## config.mk

```make
export PLATFORM = sky130hd
export DESIGN_NAME = hit_timestamper
export DESIGN_NICKNAME = d
export VERILOG_FILES = /design/src/rtl/hit_timestamper.sv
export SDC_FILE = /design/constraint.sdc
export NUM_CORES = 1
export LEC_CHECK = 0
export ABC_AREA = 1
export CORE_UTILIZATION = 30
export DETAILED_ROUTE_END_ITERATION = 7
export DONT_BUFFER_PORTS = 1
export HOLD_SLACK_MARGIN = 0.02
export SLEW_MARGIN = 20
export SYNTH_ARGS = -nofsm -noshare
export SYNTH_HDL_FRONTEND = slang
export SYNTH_SLANG_ARGS = --single-unit
```

## constraint.sdc

```tcl
create_clock -name clk_i -period 1.8 [get_ports clk_i]
set_input_delay 0.36 -clock clk_i [delete_from_list [all_inputs] [get_ports clk_i]]
set_output_delay 0.36 -clock clk_i [all_outputs]
set_load 0.02 [all_outputs]
```

## src/rtl/hit_timestamper.sv

```systemverilog
// Timestamps rising edges of a hit level against a free-running Gray counter,
// extends the count with a wrap epoch and queues {epoch, binary} in a small FIFO.
module hit_timestamper #(
    parameter int P_WIDTH       = 4,
    parameter int P_EPOCH_WIDTH = 4,
    parameter int P_DEPTH       = 4
) (
    input  logic                             clk_i,
    input  logic                             init_i,
    input  logic [P_WIDTH-1:0]               gray_count_i,
    input  logic                             hit_i,
    input  logic                             ts_ready_i,
    output logic [P_EPOCH_WIDTH+P_WIDTH-1:0] ts_data_o,
    output logic                             ts_valid_o,
    output logic                             overflow_o,
    output logic [7:0]                       drop_count_o
);

    localparam int DW = P_EPOCH_WIDTH + P_WIDTH;
    localparam int AW = $clog2(P_DEPTH);
    localparam logic [AW:0] PTR_ONE = {{AW{1'b0}}, 1'b1};

    logic [P_WIDTH-1:0]       cnt_q;
    logic [P_WIDTH-1:0]       bin_q;
    logic [P_WIDTH-1:0]       bin_d;
    logic                     hit_q;
    logic                     hit_dly_q;
    logic [P_EPOCH_WIDTH-1:0] epoch_q;
    logic [P_EPOCH_WIDTH-1:0] epoch_d;
    logic [AW:0]              wr_ptr_q;
    logic [AW:0]              wr_ptr_d;
    logic [AW:0]              wr_vis_q;
    logic [AW:0]              rd_ptr_q;
    logic [AW:0]              rd_ptr_d;
    logic                     overflow_q;
    logic                     overflow_d;
    logic [7:0]               drop_q;
    logic [7:0]               drop_d;
    logic [DW-1:0]            mem_q [P_DEPTH];
    logic                     push;
    logic                     pop;
    logic                     full;
    logic                     accept;

    always_comb begin
        bin_d = '0;
        bin_d[P_WIDTH-1] = cnt_q[P_WIDTH-1];
        for (int i = P_WIDTH - 2; i >= 0; i--) begin
            bin_d[i] = bin_d[i+1] ^ cnt_q[i];
        end
    end

    // bin_q is the previous conversion; any decrease means the counter wrapped
    assign epoch_d = (bin_d < bin_q) ? epoch_q + P_EPOCH_WIDTH'(1) : epoch_q;

    assign push   = hit_q & ~hit_dly_q;
    assign full   = (wr_ptr_q[AW] != rd_ptr_q[AW]) && (wr_ptr_q[AW-1:0] == rd_ptr_q[AW-1:0]);
    // Reads see the write pointer one edge late, so a fresh entry appears the edge after its write
    assign ts_valid_o = (rd_ptr_q != wr_vis_q);
    assign pop        = ts_valid_o & ts_ready_i;
    assign accept     = push & (~full | pop);
    assign ts_data_o  = ts_valid_o ? mem_q[rd_ptr_q[AW-1:0]] : '0;

    assign overflow_o   = overflow_q;
    assign drop_count_o = drop_q;

    always_comb begin
        wr_ptr_d   = wr_ptr_q;
        rd_ptr_d   = rd_ptr_q;
        overflow_d = overflow_q;
        drop_d     = drop_q;
        if (accept) begin
            wr_ptr_d = wr_ptr_q + PTR_ONE;
        end
        if (pop) begin
            rd_ptr_d = rd_ptr_q + PTR_ONE;
        end
        if (push && !accept) begin
            overflow_d = 1'b1;
            if (drop_q != 8'hFF) begin
                drop_d = drop_q + 8'd1;
            end
        end
    end

    // hit history resets high so a level already high at release is not an edge
    always_ff @(posedge clk_i or posedge init_i) begin
        if (init_i) begin
            cnt_q      <= '0;
            bin_q      <= '0;
            hit_q      <= 1'b1;
            hit_dly_q  <= 1'b1;
            epoch_q    <= '0;
            wr_ptr_q   <= '0;
            wr_vis_q   <= '0;
            rd_ptr_q   <= '0;
            overflow_q <= 1'b0;
            drop_q     <= '0;
        end else begin
            cnt_q      <= gray_count_i;
            bin_q      <= bin_d;
            hit_q      <= hit_i;
            hit_dly_q  <= hit_q;
            epoch_q    <= epoch_d;
            wr_ptr_q   <= wr_ptr_d;
            wr_vis_q   <= wr_ptr_q;
            rd_ptr_q   <= rd_ptr_d;
            overflow_q <= overflow_d;
            drop_q     <= drop_d;
        end
    end

    always_ff @(posedge clk_i) begin
        if (accept) begin
            mem_q[wr_ptr_q[AW-1:0]] <= {epoch_d, bin_d};
        end
    end

endmodule

```

==> metrics.md, run 1 <==
| Metric | Value |
|---|---|
| DR DRC count | `0` |
| Actual slew at the worst max-slew pin | `0.463 ns` |
| Core box area | `0.00889 sq mm` |
| Post-Synthesis Cells | `260` |
| TritonCTS clock tree | `done` |
| RSZ-0062 raised after global routing | `true` |
| Setup TNS | `-3.08 ns` |
| Largest cells by area after synthesis | `edfxtp_1, dfrtp_1, nand2_1` |
| Seq/Total Area, Yosys | `0.626` |
| CP Max Fanout | `5` |
| Multi-input gate area | `0.00120 sq mm` |
| Most common cell after layout, fill and taps aside | `edfxtp_1` |
| Worst EP required | `1.44 ns` |
| IO buf count | `0` |
| CP max stage delay | `0.43 ns` |
| Leakage | `1.73 nW` |
| DIE WIDTH | `98.9 microns` |
| First-pass iteration count of the detailed router | `4` |
| RePlAce Congestion | `0.789` |
| Worst skew pair latency | `0.35 ns` |
| GR Overflow Total | `0` |
| H-tree depth | `3` |
| Delay-heaviest family, CP | `buffers and inverters` |
| Place WS | `-0.171 ns` |
| CP max stage cell | `dfrtp_2` |
| Via-to-Cell Ratio | `4.65` |
| Final Critical Period | `2.00 ns` |
| Vias | `1990` |
| Maximum clock path buffer count | `2` |
| Vias in the first global route | `2010` |
| Layout cell share with drive strength beyond 1 | `0.441` |
| VDD IR-drop max | `0.000611 V` |
| Post-Syn Nets | `278` |
| Relative slew margins | `0.690` |
| Routed WL | `6.27 mm` |
| HPWL Detailed | `3.68 mm` |
| Worst Hold Endpoint | `cnt_q[0]$_DFF_PP0_` |
| Fmax | `501 MHz` |
| Mapped cell area | `0.00282 sq mm` |
| Cells on worst reg2reg path | `11` |
| CP startpoint kind | `flop` |
| Layout area overhead | `39.6%` |
| Num CTS Buffers | `9` |
| Share of the synthesized area in the top cell type | `0.341` |
| Type of the worst min-delay path | `in -> reg` |
| GRT Total Usage | `0.136` |
| Largest area contributor in the netlist | `edfxtp_1` |
| Reg area | `0.00177 sq mm` |
| Final #Nets | `333` |
| # fillers | `785` |
| # IOs | `26` |
| #FFs+latches synth | `64` |
| DIE AREA | `0.00978 sq mm` |
| Diode count | `0` |
| First DRT Iteration DRCs | `80` |
| CP Class | `reg -> out` |
| Initial antenna violation count | `0` |
| Fin. Hold Viols | `0` |
| Clock transition at path regs | `0.07 ns` |
| # rows | `34` |
| Count of cell types in the netlist | `29` |
| Mean Syn Cell Area | `10.8 sq um` |
| Routed WL per cell | `14.7 microns` |
| Post-placement cell count | `388` |
| Status | `complete, but fails checks` |
| Detail Route Antenna Nets | `0` |
| CP arrival | `1.64 ns` |
| Final setup viols | `25` |
| Most frequent cells in the layout | `edfxtp_1, dfrtp_1, buf_4, nand2_1, inv_1` |
| WHS Path Cells | `0` |
| Hold_sp | `gray_count_i[0]` |
| Reg-to-reg startpoint | `rd_ptr_q[0]$_DFFE_PP0P_` |
| Max Cap Viol | `0` |
| WP buf/inv | `5` |
| Worst Slack Setup Final | `-0.196 ns` |
| Final Max Slew Viols | `0` |
| CP Cell Sequence | `buf_8, clkinv_8, buf_8, buf_6, nor2_2, o32ai_2, nand2_1, inv_2` |
| Die Y | `98.9 microns` |
| Post-route clock period utilization | `1.11` |
| Critical Path End Type | `primary output` |
| Root buffer cell | `clkbuf_8` |
| Wire length of the first global-routing pass | `10.1 mm` |
| Largest net degree at the start of global routing | `33` |
| Final Non-Filler Cells | `428` |
| Most used cell, CP | `buf_8` |
| R2R Path End | `drop_count_o[3]$_DFFE_PP0P_` |
| Clock Sinks | `64` |
| Flop-to-flop setup slack | `-0.19 ns` |
| Failing checks | `negative setup slack` |
| Starting Density | `0.317` |
| Clock Skews | `0.0105 ns` |
| Syn. warnings | `0` |
| Power per cell area | `1670 mW/mm^2` |
synthesized netlist by cell type:
cell type,count
inv_2,1
nand2_1,50
o32ai_1,8
clkbuf_1,2
nand3b_1,1
inv_1,30
or2_2,1
or2_1,1
nand3_1,21
buf_6,2
nor3_1,2
nand2_4,1
dfstp_2,2
ha_1,10
xnor2_1,7
a21oi_1,3
mux2_2,1
clkinv_1,1
buf_2,1
nand2_2,2
o21ai_0,8
nand4_1,1
nor2_2,1
edfxtp_1,32
buf_1,1
xor2_1,10
dfrtp_1,30
nor2_1,29
nor3_4,1
worst max path at each step:
stage,startpoint,to,cells after the start
6_report,rd_ptr_q[0]$_DFFE_PP0P_,ts_data_o[2],8
5_1_grt,rd_ptr_q[0]$_DFFE_PP0P_,drop_count_o[3]$_DFFE_PP0P_,11
4_1_cts,rd_ptr_q[0]$_DFFE_PP0P_,ts_data_o[4],8
3_5_place_dp,rd_ptr_q[1]$_DFFE_PP0P_,mem_q[0][6]$_DFFE_PP_,6
3_3_place_gp,rd_ptr_q[1]$_DFFE_PP0P_,mem_q[0][6]$_DFFE_PP_,6
2_1_floorplan,rd_ptr_q[1]$_DFFE_PP0P_,mem_q[0][0]$_DFFE_PP_,7
sequential cells by signal, summed over array words and instances, names as in the netlist, 3 cells and up:
register,cells
mem_q,32
drop_count_o,8
bin_q,4
cnt_q,4
epoch_q,4
rd_ptr_q,3
wr_ptr_q,3
wr_vis_q,3
per-layer routing:
| metal | global-route usage | wire, microns | vias to the layer above |
|---|---|---|---|
| met2 | 0.233 | 3250 | 31 |
| met3 | 0.0355 | 277 | 17 |
| met5 | 0 | 0 | - |
| met4 | 0.0597 | 175 | 0 |
| li1 | - | - | 963 |
| met1 | 0.160 | 2570 | 979 |
where the power goes:
group,switching [mW],internal (mW),total (mW)
combinational,1.79,1.41,3.20
sequential,0.220,1.91,2.13
clock,0.570,0.681,1.25
layout make-up:
cell class | instances | area share
multi-input cells | 158 | 0.305
repair buffers | 50 | 0.125
clock buffers | 10 | 0.0350
well taps | 108 | 0.0344
flip-flops and latches | 64 | 0.449
inverters | 32 | 0.0344
clock inverters | 6 | 0.0175
cell families (layout without fill, tap and decap cells):
group	Yosys count	count (layout)	synth area share
AND/OR/NAND/NOR	111	111	0.172
multiplexers	1	1	0.00400
flip-flops	64	64	0.626
AO/OA/AOI/OAI	19	19	0.0444
adder cells (fa/ha/maj)	10	10	0.0444
buffers and inverters	38	98	0.0564
XOR/XNOR	17	17	0.0528
repair_timing:
action	4_1_cts	5_1_grt
endpoints found under the hold margin	31	1
buffers inserted	16	4
hold buffers	2	1
pin swaps	20	28
gates resized for setup	61	55
setup endpoints to repair	57	46
cloned	1	0
worst register-to-register path, delay by kind of cell, from the launching register on:
kind,cells,cell delay (ns)
AND/OR/NAND/NOR,6,0.75
buffers and inverters,3,0.38
flip-flops,1,0.43
XOR/XNOR,1,0.13
AO/OA/AOI/OAI,1,0.19
through the flow:
step / power [mW] / instance area (sq um) / utilization / hold slack, ns
global placement: 4.06 / 3110 / 0.350 / 0.361
global route: 6.95 / 3930 / 0.442 / 0.0229
finish: 6.58 / 3930 / 0.442 / 0.0393
CTS: 6.23 / 3700 / 0.416 / 0.0231
detailed placement: 4.11 / 3110 / 0.350 / 0.361
floorplan: 3.54 / 2820 / - / 0.354
Power figures use the tool's default switching activity.
==> inputs of run 2 (changes only) <==
ABC_CLOCK_PERIOD_IN_PS = 1800   (was not set)
==> results of run 2 <==
No change in the layout: final DEF, timing and power equal those of run 1.
